==> src/rtl/odometer_beat_counter_stacked_pkg.sv <==
// Shared types and constants for the stacked odometer beat counter.
// Defaults match the production beat-counter and deadzone widths.
package odometer_pkg;

  localparam int CNT_W_DEF       = 12;
  localparam int DZ_W_DEF        = 14;
  localparam int BLANK_DEF       = 8;
  localparam int SYNC_STAGES_DEF = 2;

  typedef enum logic [2:0] {
    ST_IDLE    = 3'd0,
    ST_ARM     = 3'd1,
    ST_COUNT   = 3'd2,
    ST_CAPTURE = 3'd3,
    ST_DONE    = 3'd4
  } state_t;

  function automatic logic [31:0] sat_max(input int w);
    sat_max = (32'd1 << w) - 32'd1;
  endfunction

  localparam logic [31:0] CNT_MAX = sat_max(CNT_W_DEF);

endpackage

==> src/rtl/odometer_beat_counter_stacked_if.sv <==
// Control/result bundle between the beat counter and its driver.
// The slave modport is the counter side.
interface odometer_beat_counter_stacked_if
  import odometer_pkg::*;
#(
  parameter int CNT_W = CNT_W_DEF
);

  logic             ENABLE;
  logic             PD_IN;
  logic [CNT_W-1:0] BF_COUNTER;
  logic             DETECT;
  logic             DEADZONE_COUNTER_MSB;
  logic             MEAS_DONE;

  modport master (
    output ENABLE,
    output PD_IN,
    input  BF_COUNTER,
    input  DETECT,
    input  DEADZONE_COUNTER_MSB,
    input  MEAS_DONE
  );

  modport slave (
    input  ENABLE,
    input  PD_IN,
    output BF_COUNTER,
    output DETECT,
    output DEADZONE_COUNTER_MSB,
    output MEAS_DONE
  );

endinterface

==> src/rtl/odometer_beat_counter_stacked_pd_sync_edge.sv <==
// Synchronizes the asynchronous phase-detector output and emits a registered
// one-cycle pulse on each falling edge of the synchronized level.
module pd_sync_edge #(
  parameter int SYNC_STAGES = 2
) (
  input  logic clk,
  input  logic rst,
  input  logic pd_in,
  output logic beat_event
);

  logic [SYNC_STAGES-1:0] sync_r;
  logic                   prev_r;
  logic                   event_r;

  // Sync chain resets low so the first high sample cannot look like a falling edge.
  always_ff @(posedge clk or posedge rst) begin
    if (rst) begin
      sync_r  <= '0;
      prev_r  <= 1'b0;
      event_r <= 1'b0;
    end else begin
      sync_r[0] <= pd_in;
      for (int i = 1; i < SYNC_STAGES; i++) begin
        sync_r[i] <= sync_r[i-1];
      end
      prev_r  <= sync_r[SYNC_STAGES-1];
      event_r <= prev_r & ~sync_r[SYNC_STAGES-1];
    end
  end

  assign beat_event = event_r;

endmodule

==> src/rtl/odometer_beat_counter_stacked.sv <==
// Single-shot beat-period measurement: counts CLK cycles between two accepted
// phase-detector falling edges, with blanking and a deadzone timeout.
module odometer_beat_counter_stacked
  import odometer_pkg::*;
#(
  parameter int CNT_W       = CNT_W_DEF,
  parameter int DZ_W        = DZ_W_DEF,
  parameter int BLANK       = BLANK_DEF,
  parameter int SYNC_STAGES = SYNC_STAGES_DEF
) (
  input logic                        CLK,
  input logic                        RESET,
  odometer_beat_counter_stacked_if.slave bus
);

  localparam logic [CNT_W-1:0] SAT_VAL   = CNT_W'((CNT_W == CNT_W_DEF) ? CNT_MAX : sat_max(CNT_W));
  localparam logic [CNT_W-1:0] BLANK_CNT = CNT_W'(BLANK);
  localparam logic [CNT_W-1:0] CNT_ONE   = CNT_W'(1);
  localparam logic [DZ_W-1:0]  DZ_ONE    = DZ_W'(1);

  state_t           state_r;
  logic [CNT_W-1:0] bf_r;
  logic [DZ_W-1:0]  dz_r;
  logic             detect_r;
  logic             meas_done_r;

  logic             beat_event_s;
  logic [DZ_W-1:0]  dz_inc_s;
  logic [CNT_W-1:0] bf_inc_s;
  logic             timeout_s;
  logic             accept_s;

  pd_sync_edge #(
    .SYNC_STAGES (SYNC_STAGES)
  ) u_pd_sync_edge (
    .clk        (CLK),
    .rst        (RESET),
    .pd_in      (bus.PD_IN),
    .beat_event (beat_event_s)
  );

  // Next deadzone/beat values; bf_r starts at 1 in COUNT so it equals the
  // elapsed cycle distance from the first event, which doubles as the blank timer.
  always_comb begin
    dz_inc_s  = dz_r + DZ_ONE;
    timeout_s = dz_inc_s[DZ_W-1];
    if (bf_r == SAT_VAL) begin
      bf_inc_s = bf_r;
    end else begin
      bf_inc_s = bf_r + CNT_ONE;
    end
    accept_s = beat_event_s && (bf_r > BLANK_CNT);
  end

  // Measurement FSM with registered outputs; timeout takes priority over events.
  always_ff @(posedge CLK or posedge RESET) begin
    if (RESET) begin
      state_r     <= ST_IDLE;
      bf_r        <= '0;
      dz_r        <= '0;
      detect_r    <= 1'b0;
      meas_done_r <= 1'b0;
    end else begin
      meas_done_r <= 1'b0;
      case (state_r)
        ST_IDLE: begin
          if (bus.ENABLE) begin
            bf_r    <= '0;
            dz_r    <= '0;
            state_r <= ST_ARM;
          end
        end
        ST_ARM: begin
          if (timeout_s) begin
            dz_r        <= dz_inc_s;
            detect_r    <= 1'b0;
            meas_done_r <= 1'b1;
            state_r     <= ST_DONE;
          end else if (beat_event_s) begin
            dz_r     <= '0;
            bf_r     <= CNT_ONE;
            detect_r <= 1'b1;
            state_r  <= ST_COUNT;
          end else begin
            dz_r <= dz_inc_s;
          end
        end
        ST_COUNT: begin
          if (timeout_s) begin
            dz_r        <= dz_inc_s;
            detect_r    <= 1'b0;
            meas_done_r <= 1'b1;
            state_r     <= ST_DONE;
          end else if (accept_s) begin
            state_r <= ST_CAPTURE;
          end else begin
            bf_r <= bf_inc_s;
            dz_r <= dz_inc_s;
          end
        end
        ST_CAPTURE: begin
          detect_r    <= 1'b0;
          meas_done_r <= 1'b1;
          state_r     <= ST_DONE;
        end
        ST_DONE: begin
          if (!bus.ENABLE) begin
            dz_r    <= '0;
            state_r <= ST_IDLE;
          end
        end
        default: begin
          detect_r <= 1'b0;
          state_r  <= ST_IDLE;
        end
      endcase
    end
  end

  assign bus.BF_COUNTER           = bf_r;
  assign bus.DETECT               = detect_r;
  assign bus.DEADZONE_COUNTER_MSB = dz_r[DZ_W-1];
  assign bus.MEAS_DONE            = meas_done_r;

endmodule

==> src/flat_wrapper.sv <==
// flat-port wrapper written by rule: the top's interface ports become plain ports
module odometer_beat_counter_stacked_flat import odometer_pkg::*;
#(
  parameter int CNT_W       = CNT_W_DEF,
  parameter int DZ_W        = DZ_W_DEF,
  parameter int BLANK       = BLANK_DEF,
  parameter int SYNC_STAGES = SYNC_STAGES_DEF
)
  (CLK, RESET, bus_ENABLE, bus_PD_IN, bus_BF_COUNTER, bus_DETECT, bus_DEADZONE_COUNTER_MSB, bus_MEAS_DONE);
  odometer_beat_counter_stacked_if #(.CNT_W(CNT_W)) bus_i ();
  input logic CLK;
  input logic RESET;
  input wire logic [$bits(bus_i.ENABLE)-1:0] bus_ENABLE;
  input wire logic [$bits(bus_i.PD_IN)-1:0] bus_PD_IN;
  output wire logic [$bits(bus_i.BF_COUNTER)-1:0] bus_BF_COUNTER;
  output wire logic [$bits(bus_i.DETECT)-1:0] bus_DETECT;
  output wire logic [$bits(bus_i.DEADZONE_COUNTER_MSB)-1:0] bus_DEADZONE_COUNTER_MSB;
  output wire logic [$bits(bus_i.MEAS_DONE)-1:0] bus_MEAS_DONE;
  assign bus_i.ENABLE = bus_ENABLE;
  assign bus_i.PD_IN = bus_PD_IN;
  assign bus_BF_COUNTER = bus_i.BF_COUNTER;
  assign bus_DETECT = bus_i.DETECT;
  assign bus_DEADZONE_COUNTER_MSB = bus_i.DEADZONE_COUNTER_MSB;
  assign bus_MEAS_DONE = bus_i.MEAS_DONE;
  odometer_beat_counter_stacked #(.CNT_W(CNT_W), .DZ_W(DZ_W), .BLANK(BLANK), .SYNC_STAGES(SYNC_STAGES)) u_core (.CLK(CLK), .RESET(RESET), .bus(bus_i));
endmodule
==> config.mk <==
export PLATFORM = sky130hd
export DESIGN_NAME = odometer_beat_counter_stacked_flat
export DESIGN_NICKNAME = d
export VERILOG_FILES = /design/src/rtl/odometer_beat_counter_stacked_pkg.sv /design/src/rtl/odometer_beat_counter_stacked_if.sv /design/src/rtl/odometer_beat_counter_stacked_pd_sync_edge.sv /design/src/rtl/odometer_beat_counter_stacked.sv /design/src/flat_wrapper.sv
export SDC_FILE = /design/constraint.sdc
export NUM_CORES = 1
export LEC_CHECK = 0
export ABC_AREA = 1
export BUFFER_PORTS_ARGS = -buffer_cell sky130_fd_sc_hd__buf_2
export CAP_MARGIN = 40
export CORE_MARGIN = 2
export CORE_UTILIZATION = 55
export DETAILED_ROUTE_END_ITERATION = 6
export GPL_TIMING_DRIVEN = 0
export PLACE_DENSITY = 0.84
export REMOVE_ABC_BUFFERS = 1
export SLEW_MARGIN = 20
export SYNTH_ARGS = -nofsm -noshare
export SYNTH_HDL_FRONTEND = slang
export SYNTH_HIERARCHICAL = 1
export SYNTH_SLANG_ARGS = --single-unit
==> constraint.sdc <==
create_clock -name CLK -period 2.6 [get_ports CLK]
set_clock_uncertainty 0.15 [all_clocks]
set_input_delay 0.39 -clock CLK [delete_from_list [all_inputs] [get_ports CLK]]
set_output_delay 0.39 -clock CLK [all_outputs]
set_load 0.01 [all_outputs]
==> out/results.ini, run 1 <==
[outcome]
outcome=complete, no violations

[global_route]
grt_usage_pct=23.9
grt_first_pass_wirelength_um=9850
antenna_found_initial=0
grt_pass1_vias=2350
grt_overflow=0
grt_max_degree=32

[finish]
fin_cells=462
fin_nets=416
multi_input_area_um2=1480
layout.area.seq_um2=876
n_fill_cell=386
drive_above_1_share_pct=15.9
final_util_pct=63.2
diodes=0
area_growth_pct=9.37
final_cell_area_um2=2790

[logic_synthesis]
synth_top_cell_by_area=dfrtp_1
ys_types=33
synth_seq_cells=35
synth_ff_type=dfrtp_1
netlist_area_um2=2550
synth_most_common_cell=nand2_1
synth.avg_cell_area_um2=6.54
synth-warning-count=6
synth-seq-area-share_pct=34.3
netlist.area_leader.share_pct=34.3
yosys-top-cells-area=dfrtp_1 (34%), nand2_1 (24%), nand3_1 (9.4%), nor2_1 (5.4%), inv_1 (4.6%)
synth_common_cells=nand2_1 (162), nand3_1 (48), nor2_1 (37)
synth_edf_count=0
synth_cells=390
async_flop_share_pct=100

[timing]
tightest_slew_ns=0.728
period_share_pct=85.7
setup_viol_count_final=0
rsz0062_at_grt=false
period_minus_slack_ns=2.23
max_freq_mhz=449
layout_setup_ws_ns=0.372
relSlewSlack_pct=51.3
drv_slew=0
finalHoldViolCount=0

[power_and_ir_drop]
p_total_w=0.00211
netSwitchingPower_w=0.000977
switching_share_pct=46.2
combinationalPowerShare_pct=45.9
p_int_w=0.00114
vdd_drop_max_mv=0.764
static-leakage-power_nw=1.45
clockPowerShare_pct=21.0
powerDensity_nw_per_um2=758
pwr-share-seq_pct=33.2

[placed_design]
dp.cells=452
gp_congestion=0.858
dpl.hpwl_um=3840
io_buffers=18
dp_slack_ns=0.0711
postPlaceCellArea_um2=2660

[route]
drt_iter0_markers=146
wirelength_um=5680
first_pass_iters=4
vias=2520
antenna_left=0
wl_per_cell_um=12.3
viasPerCell=5.45
drc_errors=0

[cts]
cts_resized=0
insertion_delay_ns=0.29
cts_buffer_depth=2
clkTransAtPathRegs_ns=0.07
cts_buffers=5
clockRootBuffer=clkbuf_8
htreeDepth=2
clkSinkCount=35
tritoncts=yes

[hold_path]
hp-class=in -> reg
hold_depth=1
min_from=bus_PD_IN
worst_hold_path.endpoint=u_core/u_pd_sync_edge/sync_r[0]

[floorplan]
dieArea_um2=5200
pin_count=19
initial_utilization_pct=57.8
core_um2=4410
die_w_um=72.1
rows=24
die_height_um=72.1

[critical_path]
crit_arrival_ns=2.29
cp_slowest_stage_delay_ns=0.56
ff2ff_path_depth=10
cpMaxStageDelayCell=nor2_1
cp_num_buf_inv=2
ff2ff_setup_slack_ns=0.37
end_kind=flop
cp-start-kind=flop
path_common_cell=nand2_1
r2r_end=u_core/bus.BF_COUNTER[0]
r2r_start=u_core/state_r[1]
critPathTopFamily=simple AND/OR/NAND/NOR gates
crit_required_ns=2.67
crit_chain=inv_2 -> nand2_1 -> nor2_1 -> buf_6 -> nand2_1 -> nand3_1 -> a21oi_2 -> nand3_4 -> nand2_1 -> o21ai_2
critical_path_class=reg -> reg
cp_max_fo=17

[run]
cap_violations=0

[per-stage QoR]
step	setup TNS (ns)	hold slack, ns
5_1_grt	0	0.0392
3_3_place_gp	-5.21	0.130
3_5_place_dp	0	0.145
4_1_cts	0	0.0464
2_1_floorplan	0	0.00608
6_report	0	0.0578
[registers in the layout, indices dropped and copies added (netlist names)]
| register | flops |
|---|---|
| u_core/bus.DETECT | 1 |
| u_core/dz_r | 14 |
| u_core/u_pd_sync_edge/beat_event | 1 |
| u_core/bus.MEAS_DONE | 1 |
| u_core/u_pd_sync_edge/prev_r | 1 |
| u_core/state_r | 3 |
| u_core/u_pd_sync_edge/sync_r | 2 |
| u_core/bus.BF_COUNTER | 12 |
[cells by family (layout without fill, tap and decap cells)]
family / Yosys count / in the layout / synth area share [%]
AOI/OAI and AO/OA: 15 / 15 / 3.78
and+or+nand+nor: 287 / 287 / 50.6
adders and majority gates: 3 / 3 / 1.47
buffers and inverters: 44 / 64 / 7.70
DFF: 35 / 35 / 34.3
xor gates and xnor gates: 6 / 6 / 2.06
[placed cells by master (no fill, tap or decap), types with 2 or more instances in the layout]
| cell | count |
|---|---|
| or2_2 | 3 |
| buf_2 | 18 |
| nand3_1 | 48 |
| a21oi_1 | 2 |
| nor2_1 | 37 |
| nand3b_1 | 2 |
| nand2_2 | 10 |
| o21ai_2 | 3 |
| clkbuf_8 | 7 |
| nand2_1 | 162 |
| o21ai_0 | 4 |
| ha_1 | 3 |
| inv_1 | 30 |
| dfrtp_1 | 35 |
| nor3_1 | 3 |
| xor2_1 | 5 |
| inv_2 | 4 |
| nand3_2 | 3 |
| o21bai_1 | 2 |
| nor2_4 | 4 |
| o21ai_1 | 2 |
| nor2_2 | 4 |
| nand4_1 | 7 |
[layout make-up]
class | count | area share, %
multi-input cells | 311 | 53.2
flip-flops and latches | 35 | 31.4
inverters | 35 | 4.80
repair buffers | 21 | 4.53
clock buffers | 7 | 3.45
well taps | 52 | 2.33
clock inverters | 1 | 0.269
[per-layer routing]
metal,up-vias,GRT usage [%],share of wire (%)
li1,1268,-,-
met1,1167,29.8,44
met2,74,40.3,49
met3,11,4.31,6.2
met4,0,10.9,1.4
met5,-,0,0
[what timing repair did]
item	in CTS	in global routing
endpoints found under the hold margin	4	0
endpoints found under the setup margin	0	0
setup buffers	0	0
hold buffers	1	0
[worst reg2reg max path: cells and delay by family (launching register included)]
| kind | cells | cell delay (ns) |
|---|---|---|
| compound gates | 2 | 0.12 |
| flops | 1 | 0.41 |
| buf+inv | 2 | 0.32 |
| simple gates | 6 | 1.15 |
[worst max path at each step]
| stage | endpoint | cells past startpoint | start | slack [ns] |
|---|---|---|---|---|
| 4_1_cts | u_core/bus.BF_COUNTER[4] | 6 | u_core/state_r[0] | 0.08 |
| 2_1_floorplan | u_core/bus.BF_COUNTER[4] | 6 | u_core/state_r[0] | 0.37 |
| 6_report | u_core/bus.BF_COUNTER[0] | 10 | u_core/state_r[1] | 0.37 |
| 5_1_grt | u_core/bus.BF_COUNTER[4] | 10 | u_core/state_r[1] | 0.17 |
| 3_3_place_gp | u_core/bus.BF_COUNTER[4] | 6 | u_core/state_r[0] | -0.38 |
| 3_5_place_dp | u_core/bus.BF_COUNTER[0] | 7 | u_core/state_r[0] | 0.07 |
[power by group through the flow]
| stage | registers (W) | clock network [W] | logic [W] |
|---|---|---|---|
| after floorplan | 0.000705 | 0 | 0.000670 |
| after global placement | 0.000701 | 0 | 0.000900 |
| after detailed placement | 0.000709 | 0 | 0.000940 |
| after CTS | 0.000699 | 0.000458 | 0.000945 |
| after global routing | 0.000711 | 0.000476 | 0.00110 |
| final | 0.000702 | 0.000443 | 0.000969 |
Power figures use the tool's default switching activity.
==> run 2: changes to the inputs <==
--- a/config.mk
+++ b/config.mk
@@ -8,6 +8,7 @@
 export ABC_AREA = 1
 export BUFFER_PORTS_ARGS = -buffer_cell sky130_fd_sc_hd__buf_2
 export CAP_MARGIN = 40
+export CORE_ASPECT_RATIO = 0.75
 export CORE_MARGIN = 2
 export CORE_UTILIZATION = 55
 export DETAILED_ROUTE_END_ITERATION = 6
==> out/results.ini, run 2 (synthesized netlist as in run 1, its figures left out) <==
[outcome]
outcome=complete, no violations

[finish]
diodes=0  ; unchanged
fin_nets=416  ; unchanged
final_util_pct=62.2  ; -1.0 points
final_common_cell=nand2_1
mostFrequentLayoutCells=nand2_1 (162), nand3_1 (48), nor2_1 (37), dfrtp_1 (35), inv_1 (30)
area_growth_pct=8.88
final_cell_area_um2=2780  ; -0.45%
regMostFlops=u_core/dz_r
drive_above_1_share_pct=15.9  ; unchanged
largest_reg_flops=14  ; unchanged

[route]
antenna_left=0  ; unchanged
viasPerCell=5.40  ; -0.99%
first_pass_iters=5  ; +1
wl_per_cell_um=13.0  ; +5.9%
drc_errors=0  ; unchanged
vias=2522  ; +0.079%
drt_iter0_markers=183  ; +25%
wirelength_um=6080  ; +7.0%

[cts]
cts_buffer_depth=2  ; unchanged
insertion_delay_ns=0.30  ; about the same
htreeDepth=2  ; unchanged
clkSinkCount=35  ; unchanged
tritoncts=yes
post_cts_buffers=0  ; unchanged
cts_buffers=5  ; unchanged
clkTransAtPathRegs_ns=0.08  ; about the same
clockRootBuffer=clkbuf_8

[timing]
relSlewSlack_pct=53.6  ; +2.3 points
tightest_slew_ns=0.695  ; -0.0325 ns
finalHoldViolCount=0  ; unchanged
layout_setup_ws_ns=0.305  ; -0.0671 ns
period_share_pct=88.3  ; +2.6 points
drv_slew=0  ; unchanged
rsz0062_at_grt=false
period_minus_slack_ns=2.30  ; +0.0671 ns
setup_viol_count_final=0  ; unchanged
max_freq_mhz=436  ; -2.9%

[global_route]
grt_pass1_vias=2215  ; -5.7%
grt_usage_pct=25.8  ; +1.9 points
grt_first_pass_wirelength_um=10200  ; +3.2%
grt_overflow=0  ; unchanged
grt_max_degree=32  ; unchanged
antenna_found_initial=0  ; unchanged

[placed_design]
dpl.hpwl_um=4140  ; +7.9%
gp_congestion=0.861  ; +0.31%
dp_slack_ns=0.0704  ; -0.000708 ns
postPlaceCellArea_um2=2660  ; about the same
io_buffers=18  ; unchanged

[floorplan]
rows=21  ; -13%
dieArea_um2=5200  ; +0.11%
die_height_um=63.0  ; -13%
die_w_um=82.6  ; +15%
core_um2=4470  ; +1.2%
initial_utilization_pct=57.1  ; -0.68 points
pin_count=19  ; unchanged

[run]
cap_violations=0  ; unchanged

[hold_path]
worst_hold_path.endpoint=u_core/u_pd_sync_edge/sync_r[0]
hold_depth=1  ; unchanged
min_from=bus_PD_IN
hp-class=in -> reg

[critical_path]
r2r_start=u_core/bus.BF_COUNTER[0]
crit_required_ns=2.63  ; -0.04 ns
critical_path_class=reg -> reg
r2r_end=u_core/dz_r[12]
cp-startpoint=u_core/bus.BF_COUNTER[0]
ff2ff_path_depth=11  ; +1
ff2ff_setup_slack_ns=0.30  ; -0.07 ns
end_kind=flop
cp_max_fo=16  ; -1
crit_arrival_ns=2.33  ; +0.04 ns
cp-start-kind=flop

[power_and_ir_drop]
powerDensity_nw_per_um2=758  ; about the same
vdd_drop_max_mv=0.813  ; +6.5%
static-leakage-power_nw=1.44  ; -0.77%

-- run 2: cell types whose count changed in the layout (fill, tap and decap cells not counted) --
cell        delta
buf_6          -1
buf_4          +1
clkinvlp_4     +1
clkbuf_8       -2
clkinv_2       +1
-- run 2: worst max-delay path, stage by stage (launching register included) --
cell and delay [ns]:
dfrtp_1 0.44, inv_1 0.10, ha_1 0.15, inv_1 0.04, o21ai_0 0.23, nand2_1 0.15, nand3_2 0.14, nor2_2 0.07
nor2_4 0.34, inv_2 0.22, nand2_1 0.10, nand2_1 0.05
-- run 2: cell type report --
cell class,instances,area [um^2]
Fill cell,425,1690
Multi-Input combinational cell,311,1480
Sequential cell,35,876
Inverter,35,134
Timing Repair Buffer,21,123
Tap cell,57,71.3
Clock buffer,5,68.8
Clock inverter,3,20.0
-- run 2: worst max path at each step --
stage | to | slack [ns] | cells after the start
2_1_floorplan | u_core/bus.BF_COUNTER[4] | 0.37 | 6
6_report | u_core/dz_r[12] | 0.30 | 11
3_3_place_gp | u_core/bus.BF_COUNTER[9] | -0.32 | 7
5_1_grt | u_core/dz_r[7] | 0.11 | 11
3_5_place_dp | u_core/bus.BF_COUNTER[4] | 0.07 | 7
4_1_cts | u_core/bus.BF_COUNTER[4] | 0.02 | 7
-- run 2: power by group --
group | switching, W | internal, W
clock network | 0.000223 | 0.000187
registers | 0.0000895 | 0.000615
logic | 0.000714 | 0.000275
-- run 2: what timing repair did --
action,in CTS,in global routing
hold buffers,1,0
resized for setup,0,0
hold endpoints to repair,4,0
-- run 2: through the flow --
step	total power (W)	TNS, ns	std cells	hold slack (ns)
3_3_place_gp	0.00161	-4.30	456	0.130
2_1_floorplan	0.00137	0	381	0.00608
6_report	0.00210	0	467	0.0494
4_1_cts	0.00208	0	466	0.0461
3_5_place_dp	0.00166	0	457	0.139
5_1_grt	0.00227	0	467	0.0360
-- run 2: layer usage --
layer	up-vias	global-route usage (%)	wire, um
li1	1268	-	-
met1	1134	37.2	2860
met2	104	37.4	2680
met3	16	5.06	373
met4	0	11.3	160
met5	-	0	0
